File: src/rtl/parking_pkg.sv
// parking_pkg: phase type, calendar constants and a saturating counter helper
// shared by the parking_ctrl_v2 slice.
package parking_pkg;

  typedef enum logic [1:0] {
    PH_DAY     = 2'd0,
    PH_SHIFT   = 2'd1,
    PH_EVENING = 2'd2
  } phase_t;

  localparam int HOURS_PER_DAY = 24;

  function automatic int unsigned sat_inc(input int unsigned value, input int unsigned limit);
    return (value >= limit) ? limit : value + 1;
  endfunction

endpackage

File: src/rtl/parking_capacity_sched.sv
// parking_capacity_sched: registered hour -> phase/capacity schedule with an
// illegal-hour fault flag. Phase and caps freeze while disabled or hour > 23.
module parking_capacity_sched
  import parking_pkg::*;
#(
  parameter int CNT_W         = 10,
  parameter int UNI_CAPACITY  = 500,
  parameter int MISC_CAPACITY = 200,
  parameter int STEP          = 50,
  parameter int DAY_START     = 8,
  parameter int SHIFT_START   = 13,
  parameter int SHIFT_END     = 16
) (
  input  logic             i_clk,
  input  logic             i_rst_n,
  input  logic             i_enabled,
  input  logic [4:0]       i_hour,
  output logic [CNT_W-1:0] o_uni_cap,
  output logic [CNT_W-1:0] o_misc_cap,
  output logic             o_hour_fault
);

  localparam int NSTEPS = SHIFT_END - SHIFT_START;

  phase_t     r_phase, w_phase_next;
  logic [4:0] r_steps, w_steps_next;
  logic       r_hour_fault;
  int         w_hour;
  int         w_steps;
  logic       w_hour_legal;

  assign w_hour       = int'({27'd0, i_hour});
  assign w_hour_legal = (w_hour < HOURS_PER_DAY);

  // Hours outside the day and shift windows (either side of midnight) are evening.
  always_comb begin
    w_phase_next = r_phase;
    w_steps_next = r_steps;
    if (i_enabled && w_hour_legal) begin
      if (w_hour >= DAY_START && w_hour < SHIFT_START) begin
        w_phase_next = PH_DAY;
        w_steps_next = '0;
      end else if (w_hour >= SHIFT_START && w_hour < SHIFT_END) begin
        w_phase_next = PH_SHIFT;
        w_steps_next = 5'(w_hour - SHIFT_START + 1);
      end else begin
        w_phase_next = PH_EVENING;
        w_steps_next = '0;
      end
    end
  end

  always_ff @(posedge i_clk or negedge i_rst_n) begin
    if (!i_rst_n) begin
      r_phase      <= PH_DAY;
      r_steps      <= '0;
      r_hour_fault <= 1'b0;
    end else begin
      r_phase      <= w_phase_next;
      r_steps      <= w_steps_next;
      r_hour_fault <= i_enabled && !w_hour_legal;
    end
  end

  always_comb begin
    w_steps = 0;
    case (r_phase)
      PH_SHIFT:   w_steps = int'({27'd0, r_steps});
      PH_EVENING: w_steps = NSTEPS;
      default:    w_steps = 0;
    endcase
  end

  assign o_uni_cap    = CNT_W'(UNI_CAPACITY - STEP * w_steps);
  assign o_misc_cap   = CNT_W'(MISC_CAPACITY + STEP * w_steps);
  assign o_hour_fault = r_hour_fault;

endmodule

File: src/rtl/parking_ctrl_v2.sv
// parking_ctrl_v2: two-class occupancy tracker with req/ack entry and exit gates.
// Optional statistics (peaks, refusal count) are built when PARKING_STATS_EN is defined.
module parking_ctrl_v2
  import parking_pkg::*;
#(
  parameter int CNT_W         = 10,
  parameter int UNI_CAPACITY  = 500,
  parameter int MISC_CAPACITY = 200,
  parameter int STEP          = 50,
  parameter int DAY_START     = 8,
  parameter int SHIFT_START   = 13,
  parameter int SHIFT_END     = 16
) (
  input  logic             i_clk,
  input  logic             i_rst_n,
  input  logic             i_enabled,
  input  logic [4:0]       i_hour,
  input  logic             i_entry_req,
  input  logic             i_entry_is_uni,
  output logic             o_entry_ack,
  output logic             o_entry_grant,
  input  logic             i_exit_req,
  input  logic             i_exit_is_uni,
  output logic             o_exit_ack,
  output logic [CNT_W-1:0] o_uni_parked,
  output logic [CNT_W-1:0] o_misc_parked,
  output logic [CNT_W-1:0] o_uni_space,
  output logic [CNT_W-1:0] o_misc_space,
  output logic             o_uni_has_space,
  output logic             o_misc_has_space,
  output logic             o_over_capacity,
  output logic             o_fault,
  output logic [CNT_W-1:0] o_peak_uni,
  output logic [CNT_W-1:0] o_peak_misc,
  output logic [CNT_W-1:0] o_reject_cnt
);

  if (UNI_CAPACITY + MISC_CAPACITY >= (1 << CNT_W)) begin : g_err_width
    $error("parking_ctrl_v2: UNI_CAPACITY+MISC_CAPACITY does not fit in CNT_W");
  end
  if (STEP * (SHIFT_END - SHIFT_START) > UNI_CAPACITY) begin : g_err_step
    $error("parking_ctrl_v2: STEP*NSTEPS exceeds UNI_CAPACITY");
  end
  if (!(DAY_START < SHIFT_START && SHIFT_START < SHIFT_END && SHIFT_END <= HOURS_PER_DAY)) begin : g_err_hours
    $error("parking_ctrl_v2: hour window ordering is invalid");
  end

  logic [CNT_W-1:0] w_uni_cap, w_misc_cap;
  logic             w_hour_fault;

  parking_capacity_sched #(
    .CNT_W        (CNT_W),
    .UNI_CAPACITY (UNI_CAPACITY),
    .MISC_CAPACITY(MISC_CAPACITY),
    .STEP         (STEP),
    .DAY_START    (DAY_START),
    .SHIFT_START  (SHIFT_START),
    .SHIFT_END    (SHIFT_END)
  ) u_sched (
    .i_clk       (i_clk),
    .i_rst_n     (i_rst_n),
    .i_enabled   (i_enabled),
    .i_hour      (i_hour),
    .o_uni_cap   (w_uni_cap),
    .o_misc_cap  (w_misc_cap),
    .o_hour_fault(w_hour_fault)
  );

  logic [CNT_W-1:0] r_uni_parked, r_misc_parked;
  logic             r_entry_ack, r_entry_grant, r_exit_ack, r_exit_fault;
  logic             w_entry_acc, w_exit_acc, w_grant, w_exit_empty;
  logic             w_uni_dec, w_misc_dec, w_uni_inc, w_misc_inc;
  logic [CNT_W-1:0] w_uni_after, w_misc_after, w_uni_next, w_misc_next;

  // A request is taken only while its ack is low, giving one transaction per two cycles.
  assign w_entry_acc  = i_enabled && i_entry_req && !r_entry_ack;
  assign w_exit_acc   = i_enabled && i_exit_req && !r_exit_ack;

  assign w_uni_dec    = w_exit_acc && i_exit_is_uni && (r_uni_parked != '0);
  assign w_misc_dec   = w_exit_acc && !i_exit_is_uni && (r_misc_parked != '0);
  assign w_exit_empty = w_exit_acc && (i_exit_is_uni ? (r_uni_parked == '0) : (r_misc_parked == '0));

  // Exit is applied first so a car leaving a full class frees a slot for a same-cycle entry.
  assign w_uni_after  = r_uni_parked - CNT_W'(w_uni_dec);
  assign w_misc_after = r_misc_parked - CNT_W'(w_misc_dec);
  assign w_grant      = i_entry_is_uni ? (w_uni_after < w_uni_cap) : (w_misc_after < w_misc_cap);
  assign w_uni_inc    = w_entry_acc && i_entry_is_uni && w_grant;
  assign w_misc_inc   = w_entry_acc && !i_entry_is_uni && w_grant;
  assign w_uni_next   = w_uni_after + CNT_W'(w_uni_inc);
  assign w_misc_next  = w_misc_after + CNT_W'(w_misc_inc);

  always_ff @(posedge i_clk or negedge i_rst_n) begin
    if (!i_rst_n) begin
      r_uni_parked  <= '0;
      r_misc_parked <= '0;
      r_entry_ack   <= 1'b0;
      r_entry_grant <= 1'b0;
      r_exit_ack    <= 1'b0;
      r_exit_fault  <= 1'b0;
    end else begin
      r_uni_parked  <= w_uni_next;
      r_misc_parked <= w_misc_next;
      r_entry_ack   <= w_entry_acc;
      r_entry_grant <= w_entry_acc && w_grant;
      r_exit_ack    <= w_exit_acc;
      r_exit_fault  <= w_exit_empty;
    end
  end

  assign o_entry_ack      = r_entry_ack;
  assign o_entry_grant    = r_entry_grant;
  assign o_exit_ack       = r_exit_ack;
  assign o_uni_parked     = r_uni_parked;
  assign o_misc_parked    = r_misc_parked;
  assign o_uni_space      = (r_uni_parked < w_uni_cap) ? (w_uni_cap - r_uni_parked) : '0;
  assign o_misc_space     = (r_misc_parked < w_misc_cap) ? (w_misc_cap - r_misc_parked) : '0;
  assign o_uni_has_space  = (o_uni_space != '0);
  assign o_misc_has_space = (o_misc_space != '0);
  assign o_over_capacity  = (r_uni_parked > w_uni_cap) || (r_misc_parked > w_misc_cap);
  assign o_fault          = r_exit_fault || w_hour_fault;

`ifdef PARKING_STATS_EN
  localparam int unsigned CNT_MAX = (1 << CNT_W) - 1;

  logic [CNT_W-1:0] r_peak_uni, r_peak_misc, r_reject_cnt;

  always_ff @(posedge i_clk or negedge i_rst_n) begin
    if (!i_rst_n) begin
      r_peak_uni   <= '0;
      r_peak_misc  <= '0;
      r_reject_cnt <= '0;
    end else begin
      if (w_uni_next > r_peak_uni)   r_peak_uni  <= w_uni_next;
      if (w_misc_next > r_peak_misc) r_peak_misc <= w_misc_next;
      if (w_entry_acc && !w_grant)
        r_reject_cnt <= CNT_W'(sat_inc(32'(r_reject_cnt), CNT_MAX));
    end
  end

  assign o_peak_uni   = r_peak_uni;
  assign o_peak_misc  = r_peak_misc;
  assign o_reject_cnt = r_reject_cnt;
`else
  assign o_peak_uni   = '0;
  assign o_peak_misc  = '0;
  assign o_reject_cnt = '0;
`endif

endmodule

File: config.mk
export PLATFORM = sky130hd
export DESIGN_NAME = parking_ctrl_v2
export DESIGN_NICKNAME = d
export VERILOG_FILES = /design/src/rtl/parking_pkg.sv /design/src/rtl/parking_capacity_sched.sv /design/src/rtl/parking_ctrl_v2.sv
export SDC_FILE = /design/constraint.sdc
export NUM_CORES = 1
export LEC_CHECK = 0
export CAP_MARGIN = 15
export CORE_MARGIN = 5
export CORE_UTILIZATION = 45
export DETAILED_ROUTE_END_ITERATION = 10
export PLACE_DENSITY = 0.84
export SYNTH_ARGS = -nofsm -noshare
export SYNTH_HDL_FRONTEND = slang
export SYNTH_SLANG_ARGS = --single-unit
export TNS_END_PERCENT = 50
File: constraint.sdc
create_clock -name i_clk -period 5.7 [get_ports i_clk]
set_clock_uncertainty 0.15 [all_clocks]
set_input_delay 0.57 -clock i_clk [delete_from_list [all_inputs] [get_ports i_clk]]
set_output_delay 0.57 -clock i_clk [all_outputs]
set_load 0.05 [all_outputs]
==> summary.md, run 1 <==
| Metric | Value |
|---|---|
| Status | complete, no violations |
| NetSw | around 1.3 mW |
| Synthesized-area fraction occupied by ao, oa, aoi and oai cells | 11.6% |
| Adder-cell area share of the yosys netlist | 21.5% |
| Max-slew violation count | 0 |
| Overall die area | 0.0109 sq mm |
| Fraction of the cycle the final worst path needs | 96.7% |
| Cts hold-fix bufs | 0 |
| Detailed-route vias per instance | roughly 5.3 |
| Setup TNS | 0 ps |
| Count of flip-flops with a built-in enable after synthesis | 0 |
| Maximum fanout count along the critical path | 6 |
| Clock-pin slew of the registers on the worst-case setup and hold paths | 60 ps |
| Drt total wl | 10100 microns |
| Total number of vias | 3426 |
| Net count of the finished layout | a little over 600 |
| Count of placed standard cells including taps | approximately 640 |
| RSZ-0062 raised after global routing | true |
| Fraction of synthesized cell area in xor and xnor cells | between 10% and 20% |
| Antenna diodes | 0 |
| Overflow left after global routing | 0 |
| Number of clock buffers inserted by TritonCTS | 5 |
| Simple-Gate Fraction of Synth Area | ~20% |
| Part of the total power dissipated in combinational logic | between 70% and 80% |
| Total number of H-tree levels | 2 |
| Met2 GRT Util | 31.9% |
| CP Launch Type | register |
| Half-perimeter wire length after placement | between 8000 and 9000 microns |
| Placed Instance Area | 0.00469 sq mm |
| IR drop worst, VDD | 0.000263 V |
| Achievable clock frequency | 181 MHz |
| Synth Cell Area | 0.00400 sq mm |
| Endpoints failing hold | 0 |
| Part of the total power dissipated in the clock network | 7.4% |
| Yosys warns | 0 |
| Slew at the pin closest to its max-slew limit | 587 ps |
| Number of standard-cell rows in the floorplan | 34 |
| Part of the Yosys area used for sequential elements | 20.0% |
| Per-instance average area after synthesis | 8.44 sq um |
| Asr flop ratio synth | 100% |
| Power density of the placed cells | around 470 mW/mm^2 |
| Most used flip-flop cell after synthesis | sky130_fd_sc_hd__dfrtp_1 |
| Worst Setup Slack, final | 189 ps |
| Total routing resource utilization after global routing | 17.9% |
| Largest family of logic cells by synthesized area | adder cells |
| Vias in the first global route | 3485 |
| Antenna violations before repair | 0 |
| Core area | 0.00868 sq mm |
| Power Internal | just under 1 mW |
| Insertion delay to the later sink of the worst-skew pair | 290 ps |
| Die Width | 104 microns |
| Detailed router's first-iteration violation count | 219 |
| Relative slew slack | about three fifths |
| PortBufs | 58 |
| Design Power | 2.28 mW |
| Data arrival time of the critical path | 4790 ps |
| Cell count after synthesis | 474 |
| Layout-stage area growth over the synthesis result | 21.2% |
| Minimum period implied by the final worst setup slack | 5510 ps |
| Overall die height | 104 microns |
| Post-route ant nets | 0 |
| Path type of the worst setup path | register to output port |
| Iteration count of the initial detailed-routing pass | 4 |
| Seq pwr share | between 15 and 20% |
| Met1 demand-to-capacity share in global routing | a little over a fifth |
| Placement Setup Slack | 103 ps |
| Pin count of the biggest net entering global routing | 33 |
| Required time at the endpoint of the critical path | about 5000 ps |
| Gpl congestion | between 0.9 and 1 |
| Max_cap viols | 0 |
| CTS tree | done |
| Leak | 2.43 nW |
| IO Pins | 89 |
| Switching share of total power | 57.5% |
| Residual DRC | 0 |
| Starting density of the core | between 40% and 50% |
| Class of the worst hold path | register to register |
| Most congested layer reported by global routing | met2 |
| Number of sinks driven by the clock tree | 32 |
| Final hold slack | 334 ps |
| Post-DR wirelength/cell | 15.6 microns |
| Number of endpoints failing setup at the final stage | 0 |
| Final instance area | 0.00485 sq mm |
| Root cell of the clock tree | sky130_fd_sc_hd__clkbuf_8 |
| Crit path capture type | output port |
| Multiplexer area fraction after synthesis | 0.250% |
| Layout Cells excl Fill | 646 |
| Number of buffers on the longest clock path | 2 |
| Unique cell type count in the Yosys netlist | 55 |
| Proportion of layout cells with a drive suffix above 1 | 13.8% |
| Global-route wire length before repair | about 16000 microns |
| Met3 track utilization from global routing | 3.48% |
| #FFs+latches synth | 32 |
| Core utilization of the finished layout | 55.9% |
[cells in the mapped netlist (5+ instances only)]
master                     count  area share (%)
sky130_fd_sc_hd__a21o_1        9             1.7
sky130_fd_sc_hd__a21oi_1      20             2.5
sky130_fd_sc_hd__and3_1        5            0.78
sky130_fd_sc_hd__buf_4        30             5.6
sky130_fd_sc_hd__dfrtp_1      32              20
sky130_fd_sc_hd__ha_1         64              20
sky130_fd_sc_hd__inv_1        62             5.8
sky130_fd_sc_hd__nand2_1      27             2.5
sky130_fd_sc_hd__nand2b_1     10             1.6
sky130_fd_sc_hd__nand3_1       9             1.1
sky130_fd_sc_hd__nand4_1       7             1.1
sky130_fd_sc_hd__nor2_1       41             3.8
sky130_fd_sc_hd__nor3_1        6            0.75
sky130_fd_sc_hd__o21ai_0      16             2.0
sky130_fd_sc_hd__xnor2_1      35             7.7
sky130_fd_sc_hd__xor2_1       25             5.5
[placed cells by master, fill, tap and decap left out, types with 3 or more instances in the layout]
cell,n
sky130_fd_sc_hd__nand3b_1,3
sky130_fd_sc_hd__xor2_2,3
sky130_fd_sc_hd__nand2_1,26
sky130_fd_sc_hd__xor2_1,23
sky130_fd_sc_hd__xnor2_1,34
sky130_fd_sc_hd__nor2b_1,4
sky130_fd_sc_hd__nor3_1,5
sky130_fd_sc_hd__and4_1,3
sky130_fd_sc_hd__clkbuf_8,5
sky130_fd_sc_hd__a21o_1,9
sky130_fd_sc_hd__nand3_2,4
sky130_fd_sc_hd__buf_4,16
sky130_fd_sc_hd__o21ai_0,15
sky130_fd_sc_hd__conb_1,30
sky130_fd_sc_hd__nand4_1,7
sky130_fd_sc_hd__a21oi_1,17
sky130_fd_sc_hd__clkdlybuf4s50_1,35
sky130_fd_sc_hd__nor3_2,5
sky130_fd_sc_hd__and3_1,5
sky130_fd_sc_hd__inv_1,61
sky130_fd_sc_hd__ha_1,64
sky130_fd_sc_hd__nand2b_1,10
sky130_fd_sc_hd__buf_12,11
sky130_fd_sc_hd__dfrtp_1,32
sky130_fd_sc_hd__nor3b_2,3
sky130_fd_sc_hd__nand3_1,9
sky130_fd_sc_hd__a31oi_1,4
sky130_fd_sc_hd__a22o_1,3
sky130_fd_sc_hd__nor2_1,39
sky130_fd_sc_hd__nor4_1,4
sky130_fd_sc_hd__a21oi_2,3
[cell families after synthesis]
| family | after synthesis |
|---|---|
| XOR/XNOR | 63 |
| AND/OR/NAND/NOR | 143 |
| other | 1 |
| flip-flops | 32 |
| multiplexers | 1 |
| buffers and inverters | 96 |
| AO/OA/AOI/OAI | 71 |
| adder cells (fa/ha/maj) | 67 |
[state kept, by name, indices dropped and copies added (netlist names)]
register and flops:
o_entry_ack 1, o_entry_grant 1, o_exit_ack 1, o_misc_parked 10
o_uni_parked 10, r_exit_fault 1, u_sched.o_hour_fault 1, u_sched.r_phase 2
u_sched.r_steps 5
[worst paths after layout]
| path | from | end | slack [ps] | cells after the start |
|---|---|---|---|---|
| hold reg to reg | u_sched.r_steps[4]$_DFFE_PN0P_ | u_sched.r_steps[4]$_DFFE_PN0P_ | 330 | 2 |
| hold / removal | u_sched.r_steps[4]$_DFFE_PN0P_ | u_sched.r_steps[4]$_DFFE_PN0P_ | 330 | 2 |
| setup reg to reg | u_sched.r_phase[1]$_DFFE_PN0P_ | o_misc_parked[8]$_DFF_PN0_ | 260 | 23 |
| setup / recovery | u_sched.r_phase[1]$_DFFE_PN0P_ | o_uni_has_space | 190 | 19 |
| min in group asynchronous | i_rst_n | o_misc_parked[8]$_DFF_PN0_ | 530 | 2 |
| max in group asynchronous | i_rst_n | o_uni_parked[1]$_DFF_PN0_ | 4570 | 2 |
[area by class of cell]
type,instances,area [sq um]
Fill cell,744,3830
Multi-Input combinational cell,375,2910
Sequential cell,32,801
Timing Repair Buffer,62,691
Inverter,62,233
Tap cell,108,135
Clock buffer,5,68.8
Clock inverter,2,12.5
[power groups by stage]
stage               clock [mW]  sequential (mW)  combinational [mW]
floorplan                    0            0.536                1.10
global placement             0            0.380                1.62
detailed placement           0            0.385                1.67
CTS                      0.171            0.379                1.69
global route             0.184            0.389                1.85
finish                   0.168            0.380                1.73
[critical path, stage by stage (launching register included)]
cell and delay (ps):
sky130_fd_sc_hd__dfrtp_1 380, sky130_fd_sc_hd__inv_1 60, sky130_fd_sc_hd__ha_1 250, sky130_fd_sc_hd__a21oi_2 250, sky130_fd_sc_hd__nor2_1 90, sky130_fd_sc_hd__ha_1 290, sky130_fd_sc_hd__ha_1 290, sky130_fd_sc_hd__ha_1 240
sky130_fd_sc_hd__fa_2 400, sky130_fd_sc_hd__xor2_4 250, sky130_fd_sc_hd__and4_1 260, sky130_fd_sc_hd__nand2_1 70, sky130_fd_sc_hd__xor2_1 170, sky130_fd_sc_hd__ha_1 340, sky130_fd_sc_hd__nand4_1 150, sky130_fd_sc_hd__a21oi_1 70
sky130_fd_sc_hd__or4_1 480, sky130_fd_sc_hd__nand2_1 120, sky130_fd_sc_hd__a41oi_2 150, sky130_fd_sc_hd__buf_12 190
[repair_timing]
| action | 4_1_cts | 5_1_grt |
|---|---|---|
| gates resized for setup | 1 | 18 |
| setup buffers | 0 | 0 |
| pin swaps | 0 | 2 |
| endpoints found under the setup margin | 11 | 32 |
[metal layers]
metal	wire length (microns)	share of wire (%)	vias to the layer above
met5	0	0	-
met1	4070	41	1597
met2	5160	51	130
met3	588	5.9	20
met4	233	2.3	0
li1	-	-	1679
Power figures use the tool's default switching activity.
==> run 2: changes to the inputs <==
--- a/config.mk
+++ b/config.mk
@@ -6,8 +6,8 @@
 export NUM_CORES = 1
 export LEC_CHECK = 0
 export CAP_MARGIN = 15
-export CORE_MARGIN = 5
 export CORE_UTILIZATION = 45
+export CTS_CLUSTER_SIZE = 12
 export DETAILED_ROUTE_END_ITERATION = 10
 export PLACE_DENSITY = 0.84
 export SYNTH_ARGS = -nofsm -noshare
==> constraint.sdc (replaced) <==
create_clock -name i_clk -period 5.7 [get_ports i_clk]
set_clock_uncertainty 0.15 [all_clocks]
set_input_delay 1.14 -clock i_clk [delete_from_list [all_inputs] [get_ports i_clk]]
set_output_delay 1.14 -clock i_clk [all_outputs]
set_load 0.05 [all_outputs]
==> summary.md, run 2 (synthesis results as in run 1) <==
| Metric | Value |
|---|---|
| Status | complete, but fails checks |
| Failing checks | negative setup slack |
| Part of the total power dissipated in combinational logic | 78.0% |
| Maximum fanout count along the critical path | 6 |
| Number of sinks driven by the clock tree | 32 |
| Proportion of layout cells with a drive suffix above 1 | roughly 29% |
| Starting density of the core | 46.1% |
| Power Internal | between 1 and 1.5 mW |
| Vias in the first global route | between 3000 and 4000 |
| Overall die area | 0.00927 sq mm |
| Crit path largest cell delay | 660 ps |
| Post-DR wirelength/cell | 18.6 microns |
| Data arrival time of the critical path | 4710 ps |
| Iteration count of the initial detailed-routing pass | 6 |
| Relative slew slack | 58.1% |
| Placement Setup Slack | -158 ps |
| Setup TNS | -5520 ps |
| Fraction of the cycle the final worst path needs | 105% |
| Number of clock buffers inserted by TritonCTS | 5 |
| IR drop worst, VDD | around 0.00027 V |
| Root cell of the clock tree | sky130_fd_sc_hd__clkbuf_8 |
| Antenna violations before repair | 0 |
| Leading cell types in the layout, fill and taps excluded | 60 x sky130_fd_sc_hd__inv_1, 54 x sky130_fd_sc_hd__ha_1, 41 x sky130_fd_sc_hd__buf_4, 35 x sky130_fd_sc_hd__clkdlybuf4s50_1, 32 x sky130_fd_sc_hd__dfrtp_1 |
| Total buffers and inverters traversed by the critical path | 3 |
| Path type of the worst setup path | register to output port |
| Layout-stage area growth over the synthesis result | 41.5% |
| Number of endpoints failing setup at the final stage | 25 |
| Post-route ant nets | 0 |
| Crit path capture type | output port |
| Gpl congestion | 0.933 |
| Drt total wl | 12800 microns |
| Overflow left after global routing | 0 |
| Switching share of total power | 55.6% |
| Antenna diodes | 0 |
| Required time at the endpoint of the critical path | between 4000 and 5000 ps |
| Leak | 2.73 nW |
| Residual DRC | 0 |
| Core area | 0.00868 sq mm |
| Sequence of cells on the critical path | inv_2 > ha_4 > a21oi_4 > nor2_2 > ha_1 > ha_1 > ha_2 > fa_2 > and4_4 > and3_4 > xnor2_2 > ha_1 > buf_6 > or4_4 > nand2_4 > a41oi_4 > buf_12 |
| Net count of the finished layout | 660 |
| Seq pwr share | 14.2% |
| IO Pins | 89 |
| Clock-pin slew of the registers on the worst-case setup and hold paths | 70 ps |
| Global-route wire length before repair | 16700 microns |
| PortBufs | 58 |
| Max-slew violation count | 0 |
| RSZ-0062 raised after global routing | true |
| Category of cells accounting for the largest share of critical-path delay | adder cells |
| NetSw | 1.54 mW |
| Slew at the pin closest to its max-slew limit | between 600 and 700 ps |
| Endpoints failing hold | 0 |
| Pin count of the biggest net entering global routing | 33 |
| Number of buffers on the longest clock path | 2 |
| Slowest-stage cell, CP | sky130_fd_sc_hd__fa_2 |
| Most frequent standard cell in the layout excluding fill and tap cells | sky130_fd_sc_hd__inv_1 |
| Total routing resource utilization after global routing | a little under a quarter |
| Total number of vias | 3978 |
| Detailed router's first-iteration violation count | 270 |
| Overall die height | approximately 96 microns |
| Class of the worst hold path | register to register |
| Max_cap viols | 0 |
| Die Width | 96.3 microns |
| CTS tree | done |
| Achievable clock frequency | 167 MHz |
| Insertion delay to the later sink of the worst-skew pair | 290 ps |
| Final hold slack | approximately 340 ps |
| Detailed-route vias per instance | 5.77 |
| Worst Setup Slack, final | -296 ps |
| Power density of the placed cells | 490 mW/mm^2 |
| Cell repeated most along the worst path | sky130_fd_sc_hd__ha_1 |
| Number of standard-cell rows in the floorplan | 34 |
| Half-perimeter wire length after placement | 8080 microns |
| CP Launch Type | register |
| Core utilization of the finished layout | 65.3% |
| Total number of H-tree levels | 2 |
| Part of the total power dissipated in the clock network | under 10% |
| Minimum period implied by the final worst setup slack | between 5000 and 6000 ps |
## run 2: power groups by stage
stage               clock (mW)  sequential [mW]  combinational [mW]
finish                   0.219            0.393                2.16
global route             0.233            0.399                2.29
CTS                      0.224            0.384                1.77
detailed placement           0            0.388                1.73
global placement             0            0.385                1.68
floorplan                    0            0.536                1.10
## run 2: final cells by class
class	instances	area, sq um
multi-input combinational	376	3280
clock buffer	6	72.6
clock inverter	2	35.0
tap	108	135
fill	617	3020
inverter	62	233
sequential	32	801
timing repair buffer	104	1100
## run 2: worst min-delay path: stages, from the launching register on
cell and delay (ps):
sky130_fd_sc_hd__dfrtp_1 350, sky130_fd_sc_hd__nand2_1 50, sky130_fd_sc_hd__o21ai_0 60
## run 2: final timing paths
| check | startpoint | endpoint | slack (ps) | cells after the start |
|---|---|---|---|---|
| min in group asynchronous | i_rst_n | o_misc_parked[6]$_DFF_PN0_ | 1090 | 2 |
| hold / removal | u_sched.r_steps[2]$_DFFE_PN0P_ | u_sched.r_steps[2]$_DFFE_PN0P_ | 340 | 2 |
| setup / recovery | u_sched.r_phase[1]$_DFFE_PN0P_ | o_uni_has_space | -300 | 17 |
| hold reg to reg | u_sched.r_steps[2]$_DFFE_PN0P_ | u_sched.r_steps[2]$_DFFE_PN0P_ | 340 | 2 |
| max in group asynchronous | i_rst_n | u_sched.r_steps[2]$_DFFE_PN0P_ | 4010 | 2 |
| setup reg to reg | u_sched.r_phase[1]$_DFFE_PN0P_ | o_misc_parked[9]$_DFF_PN0_ | -30 | 25 |
## run 2: metrics by stage
stage	std cells	power, mW	instance area, sq um
3_3_place_gp	660	2.06	4880
4_1_cts	676	2.38	5130
2_1_floorplan	503	1.64	4120
6_report	690	2.78	5660
3_5_place_dp	660	2.12	4880
5_1_grt	690	2.92	5660
## run 2: routing by layer
layer | vias to the layer above | part of all wire (%) | track usage (%)
met5 | - | 0 | 0
met4 | 0 | 6.3 | 11.5
met3 | 68 | 6.1 | 4.42
met2 | 232 | 50 | 41.7
met1 | 1927 | 38 | 26.4
li1 | 1751 | - | -
## run 2: what timing repair did
item,in CTS,in global routing
resized for setup,19,84
setup buffers,8,13
pin swaps,8,33
gates cloned,0,1
hold buffers,0,0
setup endpoints to repair,23,26
==> run 3: changes to the inputs <==
--- a/config.mk
+++ b/config.mk
@@ -9,7 +9,7 @@
 export CORE_UTILIZATION = 45
 export CTS_CLUSTER_SIZE = 12
 export DETAILED_ROUTE_END_ITERATION = 10
-export PLACE_DENSITY = 0.84
+export PLACE_DENSITY = 0.73
 export SYNTH_ARGS = -nofsm -noshare
 export SYNTH_HDL_FRONTEND = slang
 export SYNTH_SLANG_ARGS = --single-unit
==> summary.md, run 3 (synthesis results as in run 1) <==
| Metric | Value |
|---|---|
| Number of buffers on the longest clock path | 2 |
| Final instance area | 0.00568 sq mm |
| CP Launch Type | register |
| Slowest-stage cell, CP | sky130_fd_sc_hd__or4_4 |
| Met3 track utilization from global routing | about 2.5% |
| Power density of the placed cells | 453 mW/mm^2 |
| Max-slew violation count | 0 |
| Data arrival time of the critical path | 4420 ps |
| Residual DRC | 0 |
| Reg area | approximately 800 sq um |
| FF-to-FF Start | u_sched.r_phase[0]$_DFFE_PN0P_ |
| Iteration count of the initial detailed-routing pass | 5 |
| Most frequent standard cell in the layout excluding fill and tap cells | sky130_fd_sc_hd__inv_1 |
| Minimum period implied by the final worst setup slack | 5710 ps |
| Layout fillers | approximately 640 |
| Clock-pin slew of the registers on the worst-case setup and hold paths | 70 ps |
| Die Width | 96.3 microns |
| Detailed router's first-iteration violation count | 342 |
| Relative slew slack | around 64% |
| Number of sinks driven by the clock tree | 32 |
| IR drop worst, VDD | ~0.00023 V |
| Worst Setup Slack, final | -7.94 ps |
| Worst reg2reg endpoint | o_uni_parked[8]$_DFF_PN0_ |
| Post-DR wirelength/cell | 16.3 microns |
| Required time at the endpoint of the critical path | 4410 ps |
| Insertion delay to the later sink of the worst-skew pair | 280 ps |
| Overall die area | 0.00927 sq mm |
| Placed Instance Area | 0.00494 sq mm |
| Vias in the first global route | around 3500 |
| Number of clock buffers inserted by TritonCTS | 5 |
| Number of standard-cell rows in the floorplan | 34 |
| Sequence of cells on the critical path | ha_4 > a21oi_4 > nor2_4 > ha_4 > ha_4 > ha_4 > fa_2 > xor2_2 > and4_1 > and3_1 > xnor2_1 > ha_1 > buf_4 > or4_4 > nand2_4 > buf_6 > nor2_4 > buf_12 |
| Half-perimeter wire length after placement | ~7800 microns |
| Maximum fanout count along the critical path | 5 |
| Net count of the finished layout | about 670 |
| Antenna diodes | 0 |
| Slew at the pin closest to its max-slew limit | 529 ps |
| Most congested layer reported by global routing | met2 |
| Total buffers and inverters traversed by the critical path | 3 |
| Pin count of the biggest net entering global routing | 33 |
| Status | complete, but fails checks |
| Proportion of layout cells with a drive suffix above 1 | 29.3% |
| CTS tree | done |
| Root cell of the clock tree | sky130_fd_sc_hd__clkbuf_8 |
| Drt total wl | ~11000 microns |
| Fraction of the cycle the final worst path needs | 100% |
| Met2 GRT Util | 37.9% |
| Overflow left after global routing | 0 |
| Met1 demand-to-capacity share in global routing | 28.4% |
| Leading cell types in the layout, fill and taps excluded | 58 x sky130_fd_sc_hd__inv_1, 57 x sky130_fd_sc_hd__buf_4, 52 x sky130_fd_sc_hd__ha_1, 35 x sky130_fd_sc_hd__clkdlybuf4s50_1, 33 x sky130_fd_sc_hd__xnor2_1 |
| Core area | 0.00868 sq mm |
| Category of cells accounting for the largest share of critical-path delay | adder cells |
| Stages on the worst setup path | 18 |
| Class of the worst hold path | register to register |
| Cell repeated most along the worst path | sky130_fd_sc_hd__ha_4 |
| Crit path capture type | output port |
| Detailed-route vias per instance | 5.38 |
| Total number of vias | 3759 |
| Final hold slack | 349 ps |
| Failing checks | negative setup slack |
| Achievable clock frequency | 175 MHz |
| RSZ-0062 raised after global routing | true |
| Area occupied by multi-input gates | 0.00328 sq mm |
| Path type of the worst setup path | register to output port |
| Max_cap viols | 0 |
| Post-route ant nets | 0 |
| Antenna violations before repair | 0 |
| Cts hold-fix bufs | 0 |
| Number of endpoints failing setup at the final stage | 2 |
| Overall die height | 96.3 microns |
| Endpoints failing hold | 0 |
| Capturing element of the worst setup path | o_uni_space[9] |
| Total number of H-tree levels | 2 |
| Setup slack of the worst register-to-register path | 130 ps |
| Starting density of the core | 46.1% |
| Cell count of the worst reg-to-reg path | 27 |
| Gpl congestion | 0.900 |
| Total routing resource utilization after global routing | 22.2% |
| PortBufs | 58 |
| Setup TNS | -8.28 ps |
| Layout-stage area growth over the synthesis result | 42.0% |
| IO Pins | 89 |
| Global-route wire length before repair | 15900 microns |
| Setup crit start | u_sched.r_phase[0]$_DFFE_PN0P_ |
| Leak | 2.76 nW |
| Crit path largest cell delay | 540 ps |
-- run 3: report_power, final --
part / switching, mW / total [mW] / internal (mW)
clock: 0.0889 / 0.185 / 0.0964
combinational: 1.21 / 2.00 / 0.786
sequential: 0.110 / 0.391 / 0.280
-- run 3: worst min path at each step --
stage                                           to                      startpoint  depth (start not counted)  slack (ps)
global placement    u_sched.r_steps[4]$_DFFE_PN0P_  u_sched.r_steps[4]$_DFFE_PN0P_                          2         320
floorplan           u_sched.r_steps[4]$_DFFE_PN0P_  u_sched.r_steps[4]$_DFFE_PN0P_                          2         290
global route        u_sched.r_steps[4]$_DFFE_PN0P_  u_sched.r_steps[4]$_DFFE_PN0P_                          2         370
finish              u_sched.r_steps[4]$_DFFE_PN0P_  u_sched.r_steps[4]$_DFFE_PN0P_                          2         350
detailed placement  u_sched.r_steps[2]$_DFFE_PN0P_  u_sched.r_steps[2]$_DFFE_PN0P_                          2         330
CTS                 u_sched.r_steps[4]$_DFFE_PN0P_  u_sched.r_steps[4]$_DFFE_PN0P_                          2         350
-- run 3: metal layers --
metal  part of all wire (%)  up-vias
met5                      0        -
met4                    3.3        0
met3                    5.2       34
met2                     51      185
met1                     40     1776
li1                       -     1764
-- run 3: stage by stage --
step,cells,power (mW),util [%],setup WS (ps)
4_1_cts,688,2.40,61.2,-103
3_5_place_dp,666,2.13,56.9,-92.6
5_1_grt,699,2.76,65.5,-167
3_3_place_gp,666,2.10,56.9,0.151
2_1_floorplan,503,1.64,-,-82.8
6_report,699,2.57,65.5,-7.94
-- run 3: what timing repair did --
item,in CTS,in global routing
setup endpoints to repair,23,30
gates resized for setup,41,46
pin swaps,21,28
cloned,0,1
buffers inserted,14,10
-- run 3: area by class of cell --
| class | instances | area share [%] |
|---|---|---|
| multi-input combinational | 376 | 57.7 |
| tap | 108 | 2.38 |
| timing repair buffer | 113 | 20.0 |
| clock buffer | 6 | 1.45 |
| clock inverter | 2 | 0.176 |
| inverter | 62 | 4.10 |
| sequential | 32 | 14.1 |
-- run 3: worst register-to-register path, delay by kind of cell, from the launching register on --
kind | cells | cell delay, ps
adder cells (fa/ha/maj) | 8 | 1880
AND/OR/NAND/NOR | 9 | 1400
buffers and inverters | 5 | 580
XOR/XNOR | 3 | 570
flip-flops | 1 | 440
AO/OA/AOI/OAI | 2 | 430
==> edit (flow settings as in run 1) <==
The option `PARKING_STATS_EN` is turned on by a define.
--- a/src/rtl/parking_ctrl_v2.sv
+++ b/src/rtl/parking_ctrl_v2.sv
@@ -2,2 +2,4 @@
 // Optional statistics (peaks, refusal count) are built when PARKING_STATS_EN is defined.
+`define PARKING_STATS_EN
+
 module parking_ctrl_v2
Function: changed (Yosys sat finds a counterexample within 4 cycles, from zero or initial values and one cycle with i_rst_n low).
==> edit against run 1 <==
The flow now finishes with violations (negative setup slack). Routed wire length rose by 140%. Total power rose to 2.8 times the old value. Synthesized area rose by 45%. Global-route usage rose by 9.2 points. Maximum frequency fell by 16%. Die area rose by 41%. Sequential cell count rose by 30. Sequential power rose by 93%. Setup slack got worse by 1.1 ns. Design area rose by 88%. Highest routed layer unchanged.
==> edit: results (changes against run 1) <==
Synth:
- The sequential fraction of the synthesis area is 0.267 (was 0.200).
- Dominant cells by area after synthesis: sky130_fd_sc_hd__dfrtp_1 27%, sky130_fd_sc_hd__ha_1 18%, sky130_fd_sc_hd__inv_1 5.2%, sky130_fd_sc_hd__xnor2_1 5.1%, sky130_fd_sc_hd__a21oi_1 3.4% (was sky130_fd_sc_hd__dfrtp_1 20%, sky130_fd_sc_hd__ha_1 20%, sky130_fd_sc_hd__xnor2_1 7.7%, sky130_fd_sc_hd__inv_1 5.8%, sky130_fd_sc_hd__buf_4 5.6%).
- The count of cell types in the netlist is 67 (was 55).

Clock tree:
- The clock latency of the later-clocked register in the worst-skew pair is 0.34 ns (was 0.29 ns).
- The H-tree depth reported by CTS is 3 (was 2).
- The root buffer selected by CTS is sky130_fd_sc_hd__clkbuf_16 (was sky130_fd_sc_hd__clkbuf_8).

Status:
- Status: finished with violations (was finished clean).
- The final reports fail on negative setup slack.

Place:
- The routability-driven placement congestion ratio was 0.931 (was 0.926).
- The count of input and output buffers was 88 (was 58).
- The worst slack after detailed placement came to -0.789 ns (was 0.103 ns).

Finish:
- The layout filler cell count is 780 (was 744).
- The final-stage net count is 1009 (was 617).

Global routing:
- The global-route usage over all layers came to 0.272 (was 0.179).
- The number of global-route vias before repair was 6321 (was 3485).
- The maximum number of pins on one net before global-route repair was 63 (was 33).
- The first-pass GRT wire length is 32300 um (was 16300 um).

Timing:
- The minimum setup slack in the final design was -0.890 ns (was 0.189 ns).
- The final-report setup violation count is 29 (was 0).
- The worst-margin pin slew is 0.836 ns (was 0.587 ns).

Hold path:
- The path class of the lowest-slack min-delay path is primary input to asynchronous set/reset pin (was flop to flop).

Routing:
- The routed wirelength normalized by instance count is 22.4 um (was 15.6 um).
- The number of vias per cell is 6.08 (was 5.30).
- The detailed router's first-iteration violation count is 748 (was 219).

Critical path:
- The largest incremental delay on the critical path is 0.60 ns (was 0.48 ns).
- The data arrival time of the worst path is 6.66 ns (was 4.79 ns).
- The standard cell with the maximum stage delay on the critical path was sky130_fd_sc_hd__fa_2 (was sky130_fd_sc_hd__or4_1).

Power and ir drop:
- The leakage dissipation is 4.42 nW (was 2.43 nW).
edit: routing by layer:
layer | global-route usage | up-vias | wire (um)
li1 | - | 2843 | -
met1 | 0.331 | 3094 | 9100
met2 | 0.450 | 479 | 11000
met3 | 0.0500 | 178 | 2190
met4 | 0.152 | 0 | 2020
met5 | 0 | - | 0
edit: cells by family after synthesis:
family / Yosys count / share of synthesized area
adder cells (fa/ha/maj): 89 / 0.195
multiplexers: 24 / 0.0464
flip-flops: 62 / 0.267
AND/OR/NAND/NOR: 223 / 0.209
buffers and inverters: 94 / 0.0624
XOR/XNOR: 54 / 0.0858
AO/OA/AOI/OAI: 121 / 0.135
edit: timing repair:
action / in CTS / in global routing
resized for setup: 50 / 63
hold buffers: 0 / 0
gates cloned: 0 / 1
pin swaps: 30 / 47
setup buffers: 16 / 19
setup endpoints to repair: 31 / 42
edit: worst register-to-register path: cells and delay by family (launching register included):
kind                     cells  cell delay [ns]
buffers and inverters        6             0.68
XOR/XNOR                     2             0.47
multiplexers                 1             0.32
AND/OR/NAND/NOR              7             1.06
AO/OA/AOI/OAI                6             1.18
flip-flops                   1             0.44
adder cells (fa/ha/maj)      7             2.16
edit: path summary, 6_finish.rpt:
| path | end | slack (ns) | cells past startpoint |
|---|---|---|---|
| setup / recovery | o_peak_misc[1] | -0.89 | 29 |
| hold / removal | o_peak_uni[3] | 0.26 | 2 |
| setup reg to reg | o_peak_misc[1] | -0.89 | 29 |
| hold reg to reg | o_peak_misc[4] | 0.40 | 1 |
| max in group asynchronous | o_misc_parked[5] | 4.54 | 2 |
| min in group i_clk | o_peak_misc[4] | 0.40 | 1 |
edit: power by group:
part           leakage (nW)  total (mW)  switching, mW  internal [mW]
Clock                 0.186       0.714          0.218          0.496
Combinational          3.48        4.84           2.82           2.02
Sequential            0.749       0.734          0.139          0.595
edit: cell type report:
| class | instances | share of cell area |
|---|---|---|
| flip-flops and latches | 62 | 0.172 |
| clock buffers | 11 | 0.0278 |
| inverters | 82 | 0.0338 |
| clock inverters | 5 | 0.0142 |
| repair buffers | 242 | 0.224 |
| well taps | 172 | 0.0236 |
| multi-input cells | 511 | 0.504 |
edit: per-stage QoR:
stage	TNS (ns)	cell area [sq um]	total power, mW	cells
3_3_place_gp	-10.69	7870	4.68	1033
6_report	-17.06	9110	6.28	1085
3_5_place_dp	-13.68	7870	4.77	1033
5_1_grt	-23.43	9110	6.56	1085
2_1_floorplan	-1.11	5990	3.48	667
4_1_cts	-12.46	8600	5.75	1065
